## config.mk

```make
export PLATFORM = sky130hd
export DESIGN_NAME = axi_burst_writer
export DESIGN_NICKNAME = d
export VERILOG_FILES = /design/src/rtl/gcd_pkg.sv /design/src/rtl/axi_burst_writer.sv
export SDC_FILE = /design/constraint.sdc
export NUM_CORES = 1
export LEC_CHECK = 0
export ABC_AREA = 1
export CAP_MARGIN = 20
export CELL_PAD_IN_SITES_DETAIL_PLACEMENT = 0
export CELL_PAD_IN_SITES_GLOBAL_PLACEMENT = 2
export CORE_MARGIN = 5
export CORE_UTILIZATION = 17
export CTS_CLUSTER_DIAMETER = 50
export CTS_CLUSTER_SIZE = 16
export DETAILED_ROUTE_END_ITERATION = 8
export HOLD_SLACK_MARGIN = 0.06
export PLACE_DENSITY_LB_ADDON = 0.05
export SYNTH_ARGS = -nofsm -noshare
export SYNTH_HDL_FRONTEND = slang
export SYNTH_SLANG_ARGS = --single-unit
```

## constraint.sdc

```tcl
create_clock -name CLK -period 2.23 [get_ports CLK]
set_input_delay 0.669 -clock CLK [delete_from_list [all_inputs] [get_ports CLK]]
set_output_delay 0.669 -clock CLK [all_outputs]
set_load 0.05 [all_outputs]
```

## src/rtl/gcd_pkg.sv

```systemverilog
// rtl/gcd_pkg.sv - shared state, status and AXI constants for axi_burst_writer
package gcd_pkg;

    // Burst writer control states
    typedef enum logic [2:0] {
        ST_IDLE  = 3'd0,
        ST_CHECK = 3'd1,
        ST_ADDR  = 3'd2,
        ST_DATA  = 3'd3,
        ST_RESP  = 3'd4,
        ST_FIN   = 3'd5
    } state_t;

    // ERR_CODE encodings
    localparam logic [1:0] ERR_OKAY    = 2'b00;
    localparam logic [1:0] ERR_SLAVE   = 2'b01;
    localparam logic [1:0] ERR_ILLEGAL = 2'b10;

    // AXI4 protocol constants
    localparam logic [1:0] AXI_BURST_INCR    = 2'b01;
    localparam logic [2:0] AXI_SIZE_8B       = 3'd3;
    localparam logic [1:0] AXI_RESP_OKAY     = 2'b00;
    localparam logic [3:0] AXI_CACHE_BUF_MOD = 4'b0011;
    localparam logic [2:0] AXI_PROT_DEFAULT  = 3'b000;

    // A burst may not cross this byte boundary
    localparam logic [12:0] BOUNDARY_4K = 13'd4096;

endpackage

```

## src/rtl/axi_burst_writer.sv

```systemverilog
// rtl/axi_burst_writer.sv - single-command AXI4 INCR burst writer fed from a data stream
module axi_burst_writer
    import gcd_pkg::*;
#(
    parameter logic [3:0] AXI_ID = 4'h0,
    parameter int         DATA_W = 64
) (
    input  logic                  CLK,
    input  logic                  RESETn,
    input  logic                  CLKEN,
    input  logic                  CMD_VALID,
    output logic                  CMD_READY,
    input  logic [31:0]           CMD_ADDR,
    input  logic [7:0]            CMD_LEN,
    input  logic                  S_VALID,
    output logic                  S_READY,
    input  logic [DATA_W-1:0]     S_DATA,
    output logic                  DONE,
    output logic [1:0]            ERR_CODE,
    output logic                  BUSY,
    output logic [3:0]            M_AXI_AWID,
    output logic [31:0]           M_AXI_AWADDR,
    output logic [7:0]            M_AXI_AWLEN,
    output logic [2:0]            M_AXI_AWSIZE,
    output logic [1:0]            M_AXI_AWBURST,
    output logic                  M_AXI_AWLOCK,
    output logic [3:0]            M_AXI_AWCACHE,
    output logic [2:0]            M_AXI_AWPROT,
    output logic                  M_AXI_AWVALID,
    input  logic                  M_AXI_AWREADY,
    output logic [DATA_W-1:0]     M_AXI_WDATA,
    output logic [DATA_W/8-1:0]   M_AXI_WSTRB,
    output logic                  M_AXI_WLAST,
    output logic                  M_AXI_WVALID,
    input  logic                  M_AXI_WREADY,
    input  logic [3:0]            M_AXI_BID,
    input  logic [1:0]            M_AXI_BRESP,
    input  logic                  M_AXI_BVALID,
    output logic                  M_AXI_BREADY
);

    state_t      state;
    state_t      state_nxt;
    logic [31:0] addr_q;
    logic [7:0]  len_q;
    logic [7:0]  beat_cnt;
    logic [1:0]  err_q;
    logic [12:0] span_end;
    logic        illegal;
    logic        last_beat;
    logic        cmd_hs;
    logic        aw_hs;
    logic        w_hs;
    logic        b_hs;

    // End offset of the burst inside its 4 KB page; 13 bits so a crossing is visible
    assign span_end  = {1'b0, addr_q[11:0]} + (({5'd0, len_q} + 13'd1) << 3);
    assign illegal   = (addr_q[2:0] != 3'd0) || (span_end > BOUNDARY_4K);
    assign last_beat = (beat_cnt == len_q);

    // Handshakes only count on enabled edges so a frozen block never completes a transfer
    assign cmd_hs = CLKEN && (state == ST_IDLE) && CMD_VALID;
    assign aw_hs  = CLKEN && (state == ST_ADDR) && M_AXI_AWREADY;
    assign w_hs   = CLKEN && (state == ST_DATA) && S_VALID && M_AXI_WREADY;
    assign b_hs   = CLKEN && (state == ST_RESP) && M_AXI_BVALID;

    // Fixed AW attributes and registered command payload
    assign M_AXI_AWID    = AXI_ID;
    assign M_AXI_AWADDR  = addr_q;
    assign M_AXI_AWLEN   = len_q;
    assign M_AXI_AWSIZE  = AXI_SIZE_8B;
    assign M_AXI_AWBURST = AXI_BURST_INCR;
    assign M_AXI_AWLOCK  = 1'b0;
    assign M_AXI_AWCACHE = AXI_CACHE_BUF_MOD;
    assign M_AXI_AWPROT  = AXI_PROT_DEFAULT;
    assign M_AXI_WDATA   = S_DATA;
    assign M_AXI_WSTRB   = '1;
    assign ERR_CODE      = err_q;

    // State register: reset forces IDLE at once, even mid-burst
    always_ff @(posedge CLK or negedge RESETn) begin
        if (!RESETn) begin
            state <= ST_IDLE;
        end else if (CLKEN) begin
            state <= state_nxt;
        end
    end

    // Next-state decode
    always_comb begin
        state_nxt = state;
        case (state)
            ST_IDLE:  if (cmd_hs) state_nxt = ST_CHECK;
            ST_CHECK: state_nxt = illegal ? ST_FIN : ST_ADDR;
            ST_ADDR:  if (aw_hs) state_nxt = ST_DATA;
            ST_DATA:  if (w_hs && last_beat) state_nxt = ST_RESP;
            ST_RESP:  if (b_hs) state_nxt = ST_FIN;
            ST_FIN:   state_nxt = ST_IDLE;
            default:  state_nxt = ST_IDLE;
        endcase
    end

    // Command capture, beat counting and status
    always_ff @(posedge CLK or negedge RESETn) begin
        if (!RESETn) begin
            addr_q   <= 32'd0;
            len_q    <= 8'd0;
            beat_cnt <= 8'd0;
            err_q    <= ERR_OKAY;
        end else if (CLKEN) begin
            if (cmd_hs) begin
                addr_q <= CMD_ADDR;
                len_q  <= CMD_LEN;
                err_q  <= ERR_OKAY;
            end
            if ((state == ST_CHECK) && illegal) begin
                err_q <= ERR_ILLEGAL;
            end
            if (aw_hs) begin
                beat_cnt <= 8'd0;
            end else if (w_hs) begin
                beat_cnt <= beat_cnt + 8'd1;
            end
            if (b_hs) begin
                err_q <= ((M_AXI_BRESP != AXI_RESP_OKAY) || (M_AXI_BID != AXI_ID)) ? ERR_SLAVE : ERR_OKAY;
            end
        end
    end

    // Outputs decoded from state; stream pass-throughs are gated by CLKEN
    always_comb begin
        CMD_READY     = (state == ST_IDLE);
        BUSY          = (state != ST_IDLE);
        DONE          = (state == ST_FIN);
        M_AXI_AWVALID = (state == ST_ADDR);
        M_AXI_WVALID  = 1'b0;
        S_READY       = 1'b0;
        M_AXI_WLAST   = 1'b0;
        M_AXI_BREADY  = 1'b0;
        if (state == ST_DATA) begin
            M_AXI_WVALID = S_VALID && CLKEN;
            S_READY      = M_AXI_WREADY && CLKEN;
            M_AXI_WLAST  = last_beat;
        end
        if (state == ST_RESP) begin
            M_AXI_BREADY = CLKEN;
        end
    end

endmodule

```

==> flow_metrics.py, run 1 <==
metrics = {
    "critical_path": {
        "cp-end-kind": "primary output",
        "crit_required_ns": 1.56,
        "crit_arrival_ns": 1.91,
        "critPathMaxFanout": 3,
        "start_kind": "register",
        "path_class": "register to primary output",
    },
    "floorplan": {
        "die_h_um": 158,
        "die_area_mm2": 0.0249,
        "start_util_pct": 17.2,
        "boundaryPins": 257,
        "die_w_um": 158,
        "core-area_mm2": 0.0217,
        "rows": 54,
    },
    "clocking": {
        "cts.sinks": 53,
        "clk_pin_slew_ns": 0.08,
        "clock_latency_ns": 0.31,
        "clk_path_buf_depth": 2,
        "cts_tree": "yes",
        "cts_root_buffer": "clkbuf_16",
        "h-tree-depth": 2,
        "numCtsBuffers": 5,
    },
    "sta": {
        "finalWorstSetupSlack_ns": -0.353,
        "slew_violations": 0,
        "slew_headroom_pct": 62.8,
        "fmax_ghz": 0.387,
        "hold_viol_final": 0,
        "fin_crit_sh_pct": 116,
        "setup_viol": 6,
        "finalClockSkew_ns": 0.00994,
        "rsz0062_at_grt": "yes",
        "max_slew.worst_pin.slew_ns": 0.554,
        "hold-worst-slack_ns": 0.360,
        "period_minus_slack_ns": 2.58,
    },
    "synthesis": {
        "syn_avg_cell_area_um2": 8.84,
        "ys_warn_count": 0,
        "yosysSeqAreaShare_pct": 35.6,
        "ys_types": 40,
        "async_flop_share_pct": 100,
        "synth.cell_area_mm2": 0.00372,
        "synth-seq-cells": 53,
        "synth_edf_count": 0,
        "syn_inst": 421,
        "synthFlopType": "dfrtp_1",
    },
    "route": {
        "drt_pre_antenna_iters": 4,
        "vias_per_cell": 3.55,
        "wl_um": 10800,
        "drc": 0,
        "drtIter0Drc": 35,
        "routedWlPerCell_um": 13.7,
        "via_count": 2808,
        "ant_nets": 0,
    },
    "global_routing": {
        "grt_use_met2_pct": 15.4,
        "antenna_found_initial": 0,
        "grt_max_degree": 54,
        "met1_usage_pct": 9.91,
        "gr-usage-all-layers_pct": 8.60,
        "gr-total-overflow": 0,
        "grt_pass1_wl_um": 16600,
        "first_global_vias": 3033,
        "met3_usage_pct": 2.49,
        "busiest_layer": "met2",
    },
    "power": {
        "p_leak_nw": 2.42,
        "power_density_mw_per_mm2": 1700,
        "peakVddDrop_mv": 0.545,
        "p_total_mw": 9.04,
    },
    "final_layout": {
        "most-common-layout-cells": "clkdlybuf4s50_1, buf_4, nand2_1, dfrtp_1, inv_1",
        "ff_latch_area_mm2": 0.00134,
        "layout_commonest_cell": "clkdlybuf4s50_1",
        "n_antenna_cell": 0,
        "areaGrowthSynthToFinish_pct": 42.7,
        "n_fill_cell": 2344,
        "multi_input_area_mm2": 0.00182,
        "nets": 640,
        "drive_above_1_share_pct": 32.1,
    },
    "place": {
        "io_buffers": 103,
        "dp_hpwl_um": 8570,
        "gp_congestion": 0.717,
    },
    "worst_hold_path": {
        "hp-class": "primary input to asynchronous set/reset pin",
    },
    "job": {
        "cap_violations": 0,
    },
    "run_status": {
        "status": "complete, but fails checks",
        "violations": "negative setup slack",
    },
}
## Yosys cell counts, types with 2 or more instances
library cell	n	share of area [%]
ha_1	11	3.7
mux2_2	4	1.2
inv_2	5	0.50
xor2_1	5	1.2
buf_2	5	0.67
nand3_1	19	2.6
nor3_2	4	1.1
nor2_4	5	1.5
o21ai_1	2	0.27
buf_4	89	18
inv_1	40	4.0
nor2_2	3	0.50
a21oi_1	12	1.6
mux2_1	32	9.7
nand2_4	3	0.91
nor2_1	18	1.8
a21oi_2	2	0.47
conb_1	2	0.20
o21ai_0	2	0.27
nand2_2	4	0.67
nand2_1	70	7.1
nor3_1	6	0.81
nand3b_1	2	0.40
xnor2_1	8	1.9
dfrtp_1	53	36
## critical path: stages (launching register included)
cell and delay (ns):
dfrtp_2 0.45, buf_4 0.14, buf_6 0.12, xnor2_2 0.13, nand3_2 0.12, nor4_4 0.20
buf_4 0.17, inv_2 0.04, nor2_4 0.10, buf_12 0.14
## through the flow
stage | util, % | area [um2] | setup TNS [ns] | cells | setup WS, ns
6_report | 24.5 | 5310 | -1.84 | 791 | -0.353
5_1_grt | 24.5 | 5310 | -3.45 | 791 | -0.625
4_1_cts | 24.3 | 5270 | -2.30 | 790 | -0.401
3_5_place_dp | 22.8 | 4940 | -9.19 | 775 | -0.575
3_3_place_gp | 22.8 | 4940 | -9.77 | 775 | -0.534
2_1_floorplan | - | 3890 | -1.44 | 444 | -0.323
## power by group
part | leakage [nW] | switching, mW | internal, mW
logic | 1.72 | 3.77 | 2.53
registers | 0.622 | 0.441 | 1.44
clock network | 0.0767 | 0.439 | 0.435
total | 2.42 | 4.65 | 4.40
## path summary, 6_finish.rpt
kind / start / endpoint / slack (ns) / cells after the start
max in group asynchronous: RESETn / M_AXI_AWLEN[7] / 1.59 / 2
setup reg to reg: M_AXI_AWLEN[0] / state[2] / -0.31 / 19
hold reg to reg: ERR_CODE[0] / ERR_CODE[0] / 0.49 / 2
hold / removal: RESETn / M_AXI_AWLEN[1] / 0.36 / 2
setup / recovery: M_AXI_AWLEN[1] / M_AXI_WLAST / -0.35 / 9
min in group CLK: ERR_CODE[0] / ERR_CODE[0] / 0.49 / 2
## cells by family (layout without fill, tap and decap cells)
logic type | count (synthesis) | count (layout) | synth area share [%]
AOI/OAI and AO/OA | 23 | 23 | 3.60
xor gates and xnor gates | 13 | 13 | 3.06
adders and majority gates | 12 | 12 | 4.24
buffers and inverters | 140 | 207 | 23.3
DFF | 53 | 53 | 35.6
muxes | 36 | 36 | 10.9
other | 2 | 25 | 0.202
and+or+nand+nor | 142 | 142 | 19.1
## sequential cells by signal, indices dropped and copies added (netlist names)
register      cells
M_AXI_AWADDR     32
state             3
ERR_CODE          2
beat_cnt          8
M_AXI_AWLEN       8
## cell type report
type / instances / share of cell area [%]
multi-input cells: 251 / 34.3
repair buffers: 153 / 27.7
flip-flops and latches: 53 / 25.2
well taps: 280 / 6.60
inverters: 46 / 3.25
clock buffers: 5 / 2.36
clock inverters: 3 / 0.542
## routing by layer
layer  share of wire (%)  wire, um  vias up
met5                   0         0        -
met4                 1.6       169        0
met3                 5.6       608       24
met2                  53      5760       77
met1                  40      4290     1304
li1                    -         -     1403
## timing repair
item | in CTS | in global routing
setup endpoints to repair | 9 | 7
gates resized for setup | 26 | 8
pin swaps | 22 | 13
hold endpoints to repair | 0 | 0
buffers inserted | 7 | 1
hold buffers | 0 | 0
(Power assumes the default switching activity.)
==> run 2: changes to the inputs <==
- GPL_TIMING_DRIVEN: unset -> 0
==> run 2 against run 1 <==
The flow still finishes with violations (negative setup slack). Critical endpoint is now state[0]. Largest power group unchanged. Flip-flop and latch count unchanged. Total power decreased by 2.0%. Register-to-register slack got worse by 0.06 ns. Non-clock buffer count increased by 116.
==> flow_metrics.py, run 2 (synthesized netlist as in run 1, its figures left out) <==
metrics = {
    "clocking": {
        "clk_pin_slew_ns": 0.08,
        "clock_latency_ns": 0.31,
        "cts_root_buffer": "clkbuf_16",
        "numCtsBuffers": 5,
        "cts.sinks": 53,
        "h-tree-depth": 2,
        "postCtsHoldBufs": 0,
        "cts_tree": "yes",
        "clk_path_buf_depth": 2,
    },
    "place": {
        "post-place-cells": 890,
        "dp_hpwl_um": 9860,
        "gp_congestion": 0.723,
        "io_buffers": 166,
        "detailedPlace.worstSlack_ns": -0.724,
    },
    "floorplan": {
        "die_area_mm2": 0.0249,
        "rows": 54,
        "start_util_pct": 17.2,
        "boundaryPins": 257,
        "die_h_um": 158,
        "die_w_um": 158,
        "core-area_mm2": 0.0217,
    },
    "sta": {
        "rsz0062_at_grt": "yes",
        "max_slew.worst_pin.slew_ns": 0.756,
        "period_minus_slack_ns": 2.60,
        "slew_headroom_pct": 49.6,
        "finalClockSkew_ns": 0.00682,
        "setup_viol": 6,
        "hold_viol_final": 0,
        "slew_violations": 0,
        "fin_crit_sh_pct": 117,
        "hold-worst-slack_ns": 0.425,
        "finalWorstSetupSlack_ns": -0.370,
        "fmax_ghz": 0.385,
    },
    "route": {
        "wl_um": 12100,
        "via_count": 3269,
        "drtIter0Drc": 58,
        "drt_pre_antenna_iters": 4,
        "vias_per_cell": 3.60,
        "routedWlPerCell_um": 13.3,
        "drc": 0,
        "ant_nets": 0,
    },
    "final_layout": {
        "areaGrowthSynthToFinish_pct": 67.2,
        "most-common-layout-cells": "clkdlybuf4s50_1, buf_4, nand2_1, dfrtp_1, inv_1",
        "drive_above_1_share_pct": 29.5,
        "final_cells": 907,
        "nets": 756,
        "n_antenna_cell": 0,
        "final_core_util_pct": 28.7,
        "largest_register_ffs": 32,
        "layout_commonest_cell": "clkdlybuf4s50_1",
    },
    "job": {
        "cap_violations": 0,
    },
    "global_routing": {
        "grt_max_degree": 54,
        "grt_pass1_wl_um": 18000,
        "gr-usage-all-layers_pct": 9.29,
        "first_global_vias": 3338,
        "gr-total-overflow": 0,
        "antenna_found_initial": 0,
    },
    "critical_path": {
        "critPathMaxFanout": 4,
        "max_stage_delay_ns": 0.41,
        "crit_buf_inv": 1,
        "cp_cell_sequence": "ha_4 > nand3_4 > nor3_4 > xnor2_2 > inv_2 > ha_4 > nand2_2 > nor2_1 > nand3_1 > nand3_1 > nand3_1 > nor2_1 > nand2_1 > nand2_4 > nand2_4 > nand2_4 > nand2_1 > nand2_1 > nand2_1",
        "cp-end-kind": "register",
        "reg2reg_from": "M_AXI_AWLEN[1]",
        "crit_arrival_ns": 2.80,
        "start_kind": "register",
        "crit_required_ns": 2.43,
        "critPathMostFrequentCell": "nand2_1",
        "cp_top_family": "simple AND/OR/NAND/NOR gates",
        "path_class": "register to register",
        "r2r_end": "state[0]",
        "rr_worst_depth": 19,
        "crit_path_top_delay_cell": "dfrtp_2",
        "r2r_slack_ns": -0.37,
    },
    "power": {
        "peakVddDrop_mv": 0.634,
        "p_total_mw": 8.87,
        "p_leak_nw": 2.91,
        "power_density_mw_per_mm2": 1430,
    },
    "worst_hold_path": {
        "hp-class": "primary input to asynchronous set/reset pin",
    },
    "run_status": {
        "violations": "negative setup slack",
        "status": "complete, but fails checks",
    },
}
==> run 2: changes by cell type in the layout (fill, tap and decap cells not counted), moves of 7 or more <==
cell	change
dlygate4sd2_1	+11
buf_4	+35
buf_2	+7
nand2_2	-7
buf_12	-10
clkdlybuf4s50_1	+68
==> run 2: final cells by class <==
class | instances | area, um2
fillers | 2315 | 15500
multi-input cells | 251 | 1770
repair buffers | 175 | 1730
flip-flops and latches | 53 | 1340
plain buffers | 94 | 693
well taps | 280 | 350
inverters | 46 | 173
clock buffers | 5 | 125
clock inverters | 3 | 47.5
==> run 2: worst max path at each step <==
| stage | depth (start not counted) | startpoint | slack [ns] | end |
|---|---|---|---|---|
| 2_1_floorplan | 21 | M_AXI_AWLEN[1] | -0.32 | ERR_CODE[0] |
| 3_3_place_gp | 1 | RESETn | -1.84 | M_AXI_AWLEN[7] |
| 3_5_place_dp | 6 | M_AXI_AWLEN[4] | -0.72 | M_AXI_WLAST |
| 4_1_cts | 21 | M_AXI_AWLEN[2] | -0.42 | ERR_CODE[0] |
| 5_1_grt | 20 | M_AXI_AWLEN[1] | -0.61 | state[2] |
| 6_report | 19 | M_AXI_AWLEN[1] | -0.37 | state[0] |
==> run 2: worst register-to-register path: cells and delay by family (launching register included) <==
| family | cells | cell delay [ns] |
|---|---|---|
| DFF | 1 | 0.41 |
| adders and majority gates | 2 | 0.46 |
| and+or+nand+nor | 15 | 1.39 |
| xor gates and xnor gates | 1 | 0.14 |
| buffers and inverters | 1 | 0.07 |
==> run 2: metal layers <==
layer / GRT usage [%] / routed length, um
met5: 0 / 0
met4: 2.56 / 132
met3: 1.91 / 914
met2: 17.7 / 6650
met1: 10.4 / 4410
==> run 2: power breakdown <==
part	total [mW]	switching (mW)	internal [mW]
Sequential	1.86	0.429	1.43
Clock	0.962	0.422	0.540
Combinational	6.04	3.87	2.17
==> run 2: through the flow <==
| step | instance area [um2] | setup TNS, ns |
|---|---|---|
| 6_report | 6220 | -2.02 |
| 5_1_grt | 6220 | -3.29 |
| 4_1_cts | 6150 | -2.27 |
| 3_5_place_dp | 5900 | -10.34 |
| 3_3_place_gp | 5910 | -96.57 |
| 2_1_floorplan | 3890 | -1.44 |
==> run 2: repair_timing <==
action / CTS / global route
setup endpoints to repair: 24 / 16
setup buffers: 6 / 3
pin swaps: 7 / 9
gates resized for setup: 62 / 23
endpoints found under the hold margin: 0 / 0
